**config.mk**
```make
export PLATFORM = sky130hd
export DESIGN_NAME = branch_unit_p
export DESIGN_NICKNAME = d
export VERILOG_FILES = /design/src/rtl/spu_branch_pkg.sv /design/src/rtl/branch_decode.sv /design/src/rtl/branch_unit_p.sv
export SDC_FILE = /design/constraint.sdc
export NUM_CORES = 1
export LEC_CHECK = 0
export ABC_AREA = 0
export CAP_MARGIN = 15
export CORE_AREA = 2 2 176 178
export CTS_CLUSTER_SIZE = 16
export DETAILED_ROUTE_END_ITERATION = 12
export DIE_AREA = 0 0 178 180
export PLACE_DENSITY_LB_ADDON = 0.12
export RECOVER_POWER = 25
export SLEW_MARGIN = 5
export SYNTH_ARGS = -nofsm -noshare
export SYNTH_HDL_FRONTEND = slang
export SYNTH_SLANG_ARGS = --single-unit
```
**constraint.sdc**
```tcl
create_clock -name clk -period 4.9 [get_ports clk]
set_input_delay 0.98 -clock clk [delete_from_list [all_inputs] [get_ports clk]]
set_output_delay 0.98 -clock clk [all_outputs]
set_load 0.02 [all_outputs]
```
**src/rtl/spu_branch_pkg.sv**
```systemverilog
`default_nettype none
// ============================================================================
// Module   : spu_branch_pkg
// Purpose  : Shared opcodes, format codes and pipeline types for the SPU
//            branch pipe.
// Revision : 1.0 - initial release
// ============================================================================
package spu_branch_pkg;

   // RR-format branch opcodes, op[0:10]
   localparam logic [10:0] OP_BI    = 11'b00110101000;
   localparam logic [10:0] OP_BISL  = 11'b00110101001;
   localparam logic [10:0] OP_BIZ   = 11'b00100101000;
   localparam logic [10:0] OP_BINZ  = 11'b00100101001;

   // RI16-format branch opcodes, op[2:10]
   localparam logic [8:0]  OP_BR    = 9'b001100100;
   localparam logic [8:0]  OP_BRSL  = 9'b001100110;
   localparam logic [8:0]  OP_BRA   = 9'b001100000;
   localparam logic [8:0]  OP_BRZ   = 9'b001000000;
   localparam logic [8:0]  OP_BRNZ  = 9'b001000010;
   localparam logic [8:0]  OP_BRHZ  = 9'b001000100;
   localparam logic [8:0]  OP_BRHNZ = 9'b001000110;

   localparam logic [2:0]  FMT_RR   = 3'd0;
   localparam logic [2:0]  FMT_RI16 = 3'd5;

   // rt holds only the preferred-slot link word; pc is sized for the widest PC.
   typedef struct packed {
      logic [31:0] rt;
      logic [6:0]  rt_addr;
      logic        reg_write;
      logic [31:0] pc;
      logic        taken;
   } br_stage_t;

   typedef enum logic [0:0] {
      IDLE   = 1'b0,
      SHADOW = 1'b1
   } shadow_state_t;

endpackage

`default_nettype wire

```
**src/rtl/branch_decode.sv**
```systemverilog
`default_nettype none
// ============================================================================
// Module   : branch_decode
// Purpose  : Combinational decode of one branch instruction into a stage entry.
// Revision : 1.0 - initial release
// ============================================================================
module branch_decode
   import spu_branch_pkg::*;
#(
   parameter int PC_W  = 8,
   parameter int REG_W = 128
) (
   input  logic [0:10]      op,
   input  logic [2:0]       format,
   input  logic [6:0]       rt_addr,
   input  logic [0:REG_W-1] ra,
   input  logic [0:REG_W-1] rt_st,
   input  logic [0:17]      imm,
   input  logic             reg_write,
   input  logic [PC_W-1:0]  pc_in,
   output br_stage_t        dec
);

   logic [PC_W-1:0] w_rel_tgt;
   logic [PC_W-1:0] w_abs_tgt;
   logic [PC_W-1:0] w_ind_tgt;
   logic [PC_W-1:0] w_link;
   logic [PC_W-1:0] w_tgt;
   logic            w_word_zero;
   logic            w_half_zero;
   logic            w_taken;
   logic            w_link_op;
   logic            w_unused_bits;

   // All target arithmetic wraps at PC_W bits.
   assign w_rel_tgt   = pc_in + PC_W'(imm[2:17]);
   assign w_abs_tgt   = PC_W'(imm[2:17]);
   assign w_ind_tgt   = ra[32-PC_W:31];
   assign w_link      = pc_in + PC_W'(1);
   assign w_word_zero = (rt_st[0:31] == 32'd0);
   assign w_half_zero = (rt_st[16:31] == 16'd0);

   assign w_unused_bits = ^{ra, rt_st, imm[0:1]};

   always_comb begin
      w_taken   = 1'b0;
      w_link_op = 1'b0;
      w_tgt     = w_rel_tgt;
      case (format)
         FMT_RR: begin
            w_tgt = w_ind_tgt;
            case (op)
               OP_BI:   w_taken = 1'b1;
               OP_BISL: begin
                  w_taken   = 1'b1;
                  w_link_op = 1'b1;
               end
               OP_BIZ:  w_taken = w_word_zero;
               OP_BINZ: w_taken = !w_word_zero;
               default: w_taken = 1'b0;
            endcase
         end
         FMT_RI16: begin
            case (op[2:10])
               OP_BR:    w_taken = 1'b1;
               OP_BRSL:  begin
                  w_taken   = 1'b1;
                  w_link_op = 1'b1;
               end
               OP_BRA:   begin
                  w_taken = 1'b1;
                  w_tgt   = w_abs_tgt;
               end
               OP_BRZ:   w_taken = w_word_zero;
               OP_BRNZ:  w_taken = !w_word_zero;
               OP_BRHZ:  w_taken = w_half_zero;
               OP_BRHNZ: w_taken = !w_half_zero;
               default:  w_taken = 1'b0;
            endcase
         end
         default: w_taken = 1'b0;
      endcase

      // Unknown encodings and not-taken plain branches collapse to an all-zero entry.
      dec       = '0;
      dec.taken = w_taken;
      dec.pc    = w_taken ? 32'(w_tgt) : 32'd0;
      if (w_link_op) begin
         dec.rt        = 32'(w_link);
         dec.rt_addr   = rt_addr;
         dec.reg_write = reg_write;
      end
   end

endmodule

`default_nettype wire

```
**src/rtl/branch_unit_p.sv**
```systemverilog
`default_nettype none
// ============================================================================
// Module   : branch_unit_p
// Purpose  : SPU odd-pipe branch unit: fixed-latency result pipe plus a
//            shadow FSM that squashes wrong-path issue after a redirect.
// Revision : 1.0 - initial release
// ============================================================================
module branch_unit_p
   import spu_branch_pkg::*;
#(
   parameter int PC_W    = 8,
   parameter int REG_W   = 128,
   parameter int LATENCY = 2,
   parameter int SHADOW  = 2
) (
   input  logic             clk,
   input  logic             reset,
   input  logic [0:10]      op,
   input  logic [2:0]       format,
   input  logic [6:0]       rt_addr,
   input  logic [0:REG_W-1] ra,
   input  logic [0:REG_W-1] rt_st,
   input  logic [0:17]      imm,
   input  logic             reg_write,
   input  logic [PC_W-1:0]  pc_in,
   input  logic             first,
   output logic [0:REG_W-1] rt_wb,
   output logic [6:0]       rt_addr_wb,
   output logic             reg_write_wb,
   output logic [PC_W-1:0]  pc_wb,
   output logic             branch_taken,
   output logic             branch_kill,
   output logic             shadow_active
);

   localparam logic [2:0] c_shadow_load = 3'((SHADOW > 0) ? SHADOW - 1 : 0);

   br_stage_t     w_dec;
   br_stage_t     w_wb;
   br_stage_t     stg_q [1:LATENCY];
   br_stage_t     stg_d [1:LATENCY];
   shadow_state_t state_q;
   shadow_state_t state_d;
   logic [2:0]    cnt_q;
   logic [2:0]    cnt_d;
   logic          w_in_flight;
   logic          w_suppress;
   logic          w_unused_pc;

   branch_decode #(
      .PC_W  (PC_W),
      .REG_W (REG_W)
   ) u_decode (
      .op        (op),
      .format    (format),
      .rt_addr   (rt_addr),
      .ra        (ra),
      .rt_st     (rt_st),
      .imm       (imm),
      .reg_write (reg_write),
      .pc_in     (pc_in),
      .dec       (w_dec)
   );

   always_comb begin
      w_in_flight = 1'b0;
      for (int i = 1; i <= LATENCY; i++) begin
         w_in_flight = w_in_flight | stg_q[i].taken;
      end
   end

   // Anything issued behind an unresolved or just-resolved redirect is wrong-path.
   assign w_suppress  = (state_q == spu_branch_pkg::SHADOW) || w_in_flight;
   assign branch_kill = w_dec.taken && first && !w_suppress;

   always_comb begin
      stg_d[1] = w_suppress ? '0 : w_dec;
      for (int i = 2; i <= LATENCY; i++) begin
         stg_d[i] = stg_q[i-1];
      end
   end

   always_comb begin
      state_d = state_q;
      cnt_d   = cnt_q;
      case (state_q)
         spu_branch_pkg::IDLE: begin
            if (w_wb.taken && (SHADOW > 0)) begin
               state_d = spu_branch_pkg::SHADOW;
               cnt_d   = c_shadow_load;
            end
         end
         spu_branch_pkg::SHADOW: begin
            if (w_wb.taken) begin
               cnt_d = c_shadow_load;
            end else if (cnt_q == 3'd0) begin
               state_d = spu_branch_pkg::IDLE;
            end else begin
               cnt_d = cnt_q - 3'd1;
            end
         end
         default: state_d = spu_branch_pkg::IDLE;
      endcase
   end

   always_ff @(posedge clk or negedge reset) begin
      if (!reset) begin
         for (int i = 1; i <= LATENCY; i++) begin
            stg_q[i] <= '0;
         end
         state_q <= spu_branch_pkg::IDLE;
         cnt_q   <= 3'd0;
      end else begin
         for (int i = 1; i <= LATENCY; i++) begin
            stg_q[i] <= stg_d[i];
         end
         state_q <= state_d;
         cnt_q   <= cnt_d;
      end
   end

   assign w_wb          = stg_q[LATENCY];
   assign branch_taken  = w_wb.taken;
   assign pc_wb         = w_wb.pc[PC_W-1:0];
   assign rt_addr_wb    = w_wb.rt_addr;
   assign reg_write_wb  = w_wb.reg_write;
   assign shadow_active = (state_q == spu_branch_pkg::SHADOW);
   assign w_unused_pc   = ^w_wb.pc;

   if (REG_W > 32) begin : g_rt_wide
      assign rt_wb = {w_wb.rt, {(REG_W-32){1'b0}}};
   end else begin : g_rt_slot
      assign rt_wb = w_wb.rt;
   end

   a_no_taken_in_shadow: assert property (@(posedge clk) disable iff (!reset)
      !((state_q == spu_branch_pkg::SHADOW) && w_wb.taken));

endmodule

`default_nettype wire

```
==> results_dict.tcl, run 1 <==
set metrics [dict create \
    status "complete, but fails checks" \
    violations "capacitance limit, slew limit" \
    ys_async_sr_fraction_pct 100 \
    endpoint_kind "output pin" \
    drc_errors 0 \
    wl_per_cell_um 10.6 \
    avgViaCountPerCell 2.76 \
    area_growth_pct 38.2 \
    clock_latency_ns 0.30 \
    rsz0062_at_grt "false" \
    cts_max_level 2 \
    fin_crit_sh_pct 87.8 \
    postRouteAntennaNets 0 \
    cap_viol_max_count 1 \
    synthesis.area_sq_mm 0.00332 \
    synth-xor-area-share_pct 3.17 \
    cts_post_setup_buffers_inserted 0 \
    crit_family "buffers and inverters" \
    drt_first_pass_iters 6 \
    finClkSkew_ns 0.00732 \
    synthAdderAreaFrac_pct 4.37 \
    io_buffers 107 \
    setup_viol 0 \
    synth_top_flop_cell "dfrtp_1" \
    hold_path.class "reg -> reg" \
    startpoint_type "input pin" \
    path_max_fanout 4 \
    crit_chain "clkdlybuf4s50_1 -> nor4_1 -> and4_1 -> a211o_1 -> nand3_1 -> a21o_1 -> nor2_1 -> clkdlybuf4s50_1" \
    dpl_cell_area_sq_mm 0.00443 \
    gp_congestion 0.709 \
    cts_resized 0 \
    grt_max_degree 55 \
    yosysWarnings 0 \
    synth-simple-area-share_pct 13.5 \
    layout_common_cells "conb_1 (120), clkdlybuf4s50_1 (106), dfrtp_1 (54)" \
    r2r_cells 3 \
    row_count 64 \
    seq_area_frac_synth_pct 40.7 \
    synthCells 324 \
    whs_endpoint "rt_addr_wb[2]$_DFF_PN0_" \
    cts_buffers 5 \
    dieArea_sq_mm 0.0320 \
    power_density_mw_per_mm2 226 \
    fin_area_sq_mm 0.00458 \
    design_power_total_uw 1040 \
    hold_viol 0 \
    cts_tree "built" \
    cts.path.max_buffers 2 \
    ir_drop_uv 137 \
    critPathArrivalTime_ns 3.32 \
    min-delay-start "stg_d[36]$_DFF_PN0_" \
    drive_gt1_share_pct 6.61 \
    max_slew.worst_pin.slew_ns 2.88 \
    layout.nets 756 \
    max_slew_margin_pct -91.8 \
    synth_top_family_by_area "buffers and inverters" \
    multiInputGateArea_sq_mm 0.00148 \
    drt-total-wl_um 8890 \
    final_common_cell "conb_1" \
    finalSetupTns_ns 0 \
    rr_startpoint "shadow_active$_DFF_PN0_" \
    core-area_sq_mm 0.0302 \
    ios 454 \
    ys_seq_elements 54 \
    startpoint "rt_st[30]" \
    cts-root-buf "clkbuf_16" \
    syn_area_per_cell_sq_um 10.2 \
    cpMaxStageDelayCell "clkdlybuf4s50_1" \
    crit_buf_inv 2 \
    hold_buffers 0 \
    ys_types 44 \
    maxSlewViolCount 55 \
    fillers 3365 \
    cpPeakStageDelay_ns 0.61 \
    synth_edf_count 0 \
    clk_pin_slew_ns 0.07 \
    fin_cells 837 \
    antenna_found_initial 3 \
    synth_compound_area_share_pct 9.84 \
    whs_ns 0.350 \
    rrSetupSlack_ns 3.36 \
    vias 2308 \
    fmax_mhz 233 \
    cts.sinks 54 \
    die_x_um 178 \
    r2r-end "stg_d[33]$_DFF_PN0_" \
    hold_depth 0 \
    grt_usage_pct 5.33 \
    drt_iter0_drc 55 \
    dpl.cell_count 827 \
    post-route-min-period_ns 4.30 \
    grt_pass1_vias 2289 \
    synth.mux.area_fraction_pct 0 \
    fp.dieH_um 180 \
    cpMostUsedCell "clkdlybuf4s50_1" \
    grt_overflow 0 \
    critPathKind "in -> out" \
    initial_core_util_pct 11.0 \
    dp_hpwl_um 7580 \
    critical_path_required_ns 3.92 \
    final-seq-area_sq_mm 0.00135 \
    grt_first_pass_wirelength_um 12900 \
    leakagePower_uw 0.00201 \
]
[logic make-up (layout without fill, tap and decap cells)]
logic type      Yosys count  count (layout)
compound gates           42              42
xor+xnor                 12              12
fa+ha+maj                11              11
buf+inv                 128             124
flops                    54              54
other cells               1             122
simple gates             76              76
[cells in the mapped netlist (2+ instances only)]
cell type | n | area, sq um
buf_4 | 120 | 901
dfrtp_1 | 54 | 1350
nor2_1 | 15 | 56.3
and2_1 | 10 | 62.6
ha_1 | 10 | 125
a21oi_2 | 9 | 78.8
nand2_1 | 9 | 33.8
a22oi_1 | 7 | 52.6
nand3_1 | 7 | 35.0
inv_1 | 6 | 22.5
nor4_1 | 6 | 37.5
xnor2_1 | 6 | 52.6
xor2_1 | 6 | 52.6
a21oi_1 | 5 | 25.0
a211oi_1 | 4 | 30.0
a21o_1 | 4 | 30.0
and3_1 | 4 | 25.0
nor4_2 | 4 | 50.1
nand2b_1 | 3 | 18.8
nor2b_1 | 3 | 18.8
o21ai_0 | 3 | 15.0
or2_2 | 3 | 18.8
a41oi_1 | 2 | 17.5
and4_1 | 2 | 17.5
nand4b_1 | 2 | 17.5
nor3_1 | 2 | 10.0
[power breakdown]
group / leakage (uW) / switching [uW] / total (uW) / internal (uW)
clock network: 0.0000704 / 166 / 358 / 192
registers: 0.000755 / 0.507 / 447 / 446
logic: 0.00118 / 146 / 231 / 84.9
[area by class of cell]
| type | count | area share [%] |
|---|---|---|
| clock inverters | 3 | 0.546 |
| diodes | 2 | 0.109 |
| clock buffers | 5 | 2.73 |
| repair buffers | 110 | 23.7 |
| flip-flops and latches | 54 | 29.5 |
| multi-input cells | 261 | 32.2 |
| inverters | 6 | 0.491 |
| well taps | 396 | 10.8 |
[worst max path at each step]
stage	endpoint	cells past startpoint	slack [ns]
2_1_floorplan	branch_kill	7	1.57
3_3_place_gp	branch_kill	8	0.60
3_5_place_dp	branch_kill	8	0.59
4_1_cts	branch_kill	8	0.58
5_1_grt	branch_kill	8	0.35
6_report	branch_kill	8	0.60
[per-stage QoR]
step	setup slack, ns	util [%]
finish	0.599	15.2
global route	0.345	15.2
CTS	0.581	15.2
detailed placement	0.589	14.7
global placement	0.601	14.7
floorplan	1.57	-
[flip-flops by register name (all words and copies together) (netlist names)]
signal / count
branch_taken: 1
cnt_q: 3
pc_wb: 8
rt_addr_wb: 7
stg_d: 25
shadow_active: 1
reg_write_wb: 1
rt_wb: 8
[per-layer routing]
layer | track usage, % | wire length (um) | vias up
met5 | 0 | 12 | -
met2 | 9.60 | 4380 | 167
met3 | 1.18 | 950 | 16
met1 | 5.66 | 3280 | 1039
met4 | 3.02 | 271 | 2
li1 | - | - | 1084
Power figures use the tool's default switching activity.
==> run 2, diff against run 1 <==
Settings changed: SETUP_SLACK_MARGIN set to 0.15, TNS_END_PERCENT set to 1.
==> results of run 2 <==
Final layout, timing and power as in run 1 (identical DEF).
==> run 3, diff against run 2 <==
Settings changed: REMOVE_ABC_BUFFERS set to 1.
==> results_dict.tcl, run 3 (same netlist as run 1, synthesis figures left out) <==
set metrics [dict create \
    status "complete, but fails checks" \
    violations "capacitance limit, slew limit" \
    grt_usage_pct 5.88 \
    finClkSkew_ns 0.00914 \
    initial_core_util_pct 11.0 \
    hold_depth 0 \
    fmax_mhz 222 \
    ios 454 \
    gp_congestion 0.672 \
    power_density_mw_per_mm2 230 \
    crit_buf_inv 2 \
    cpMostUsedCell "clkdlybuf4s50_1" \
    setup_viol 0 \
    top_usage_layer "met2" \
    ir_drop_uv 118 \
    dpl_cell_area_sq_mm 0.00443 \
    r2r-end "stg_d[8]$_DFF_PN0_" \
    fin_crit_sh_pct 92.1 \
    grt_max_degree 55 \
    drive_gt1_share_pct 6.61 \
    core-area_sq_mm 0.0302 \
    power.switching_uw 327 \
    drt_iter0_drc 85 \
    whs_endpoint "rt_wb[29]$_DFF_PN0_" \
    seqPwrFrac_pct 42.4 \
    cpMaxStageDelayCell "clkdlybuf4s50_1" \
    rrSetupSlack_ns 3.34 \
    netSwitchingFraction_pct 31.0 \
    grt_pass1_vias 2226 \
    cts_buffers 5 \
    critPathArrivalTime_ns 3.53 \
    startpoint_type "input pin" \
    grt_overflow 0 \
    grtUsageMet3_pct 1.99 \
    wl_per_cell_um 11.5 \
    met2_usage_pct 9.53 \
    cts_tree "built" \
    rsz0062_at_grt "false" \
    cts_resized 0 \
    cts_post_setup_buffers_inserted 0 \
    p_int_uw 727 \
    clk_pin_slew_ns 0.08 \
    cts.path.max_buffers 2 \
    rr_startpoint "branch_taken$_DFF_PN0_" \
    design_power_total_uw 1050 \
    dp_hpwl_um 8060 \
    cts_max_level 2 \
    row_count 64 \
    max_slew.worst_pin.slew_ns 3.06 \
    drt_first_pass_iters 4 \
    hold_viol 0 \
    leakagePower_uw 0.00201 \
    fin_area_sq_mm 0.00458 \
    cpPeakStageDelay_ns 0.61 \
    cts.sinks 54 \
    critPathKind "in -> out" \
    crit_chain "clkdlybuf4s50_1 -> nor4_1 -> a41oi_1 -> a211oi_1 -> o221ai_1 -> a21o_1 -> nor2_1 -> clkdlybuf4s50_1" \
    postLayoutSetupSlackWorst_ns 0.389 \
    fp.dieH_um 180 \
    startpoint "rt_st[30]" \
    cts-root-buf "clkbuf_16" \
    pre_cts_ws_ns 0.466 \
    final_common_cell "conb_1" \
    avgViaCountPerCell 2.79 \
    p_clk_share_pct 35.5 \
    postRouteAntennaNets 0 \
    hold_buffers 0 \
    use_met1_pct 7.51 \
    endpoint_kind "output pin" \
    r2r_cells 4 \
    crit_family "buffers and inverters" \
    area_growth_pct 38.1 \
    layout.nets 756 \
    antenna_found_initial 0 \
    grt_first_pass_wirelength_um 13800 \
    fillers 3373 \
    max_slew_margin_pct -104 \
    dieArea_sq_mm 0.0320 \
    finalSetupTns_ns 0 \
    layout_common_cells "conb_1 (120), clkdlybuf4s50_1 (106), dfrtp_1 (54)" \
    die_x_um 178 \
    clock_latency_ns 0.30 \
    io_buffers 107 \
    min-delay-start "stg_d[43]$_DFF_PN0_" \
    hold_path.class "reg -> reg" \
    critical_path_required_ns 3.92 \
    largest_register_ffs 25 \
    p_comb_share_pct 22.1 \
    cap_viol_max_count 1 \
    insertedDiodeCount 0 \
    vias 2328 \
    path_max_fanout 2 \
    maxSlewViolCount 55 \
    drt-total-wl_um 9640 \
    drc_errors 0 \
    post-route-min-period_ns 4.51 \
]
## run 3: power by group through the flow
stage,clock (uW),sequential [uW],combinational (uW)
6_report,374,447,233
5_1_grt,418,447,254
4_1_cts,398,447,236
3_5_place_dp,0,455,236
3_3_place_gp,0,455,235
2_1_floorplan,0,456,132
## run 3: routing by layer
layer,wire length [um],vias to the layer above
met5,0,-
met4,88,0
met3,1130,7
met2,4160,184
met1,4260,1052
li1,-,1085
## run 3: worst reg2reg max path: cells and delay by family (launching register included)
kind,cells,cell delay [ns]
flops,1,0.44
compound gates,2,0.37
simple gates,1,0.47
buf+inv,1,0.21
## run 3: area by class of cell
type	instances	area, sq um	area share (%)
clock buffers	5	125	2.73
inverters	6	22.5	0.491
flip-flops and latches	54	1350	29.5
well taps	396	495	10.8
multi-input cells	261	1480	32.2
clock inverters	3	28.8	0.628
repair buffers	110	1080	23.7
## run 3: per-stage QoR
stage	hold WS, ns	utilization [%]	std cells
after floorplan	0.331	-	321
after global placement	0.332	14.7	827
after detailed placement	0.335	14.7	827
after CTS	0.350	15.2	835
after global routing	0.358	15.2	835
final	0.345	15.2	835
## run 3: worst max-delay path by stage
stage / slack [ns] / endpoint / depth (start not counted)
CTS: 0.46 / branch_kill / 8
global route: 0.32 / branch_kill / 8
finish: 0.39 / branch_kill / 8
floorplan: 1.22 / branch_kill / 5
global placement: 0.48 / branch_kill / 8
detailed placement: 0.47 / branch_kill / 8
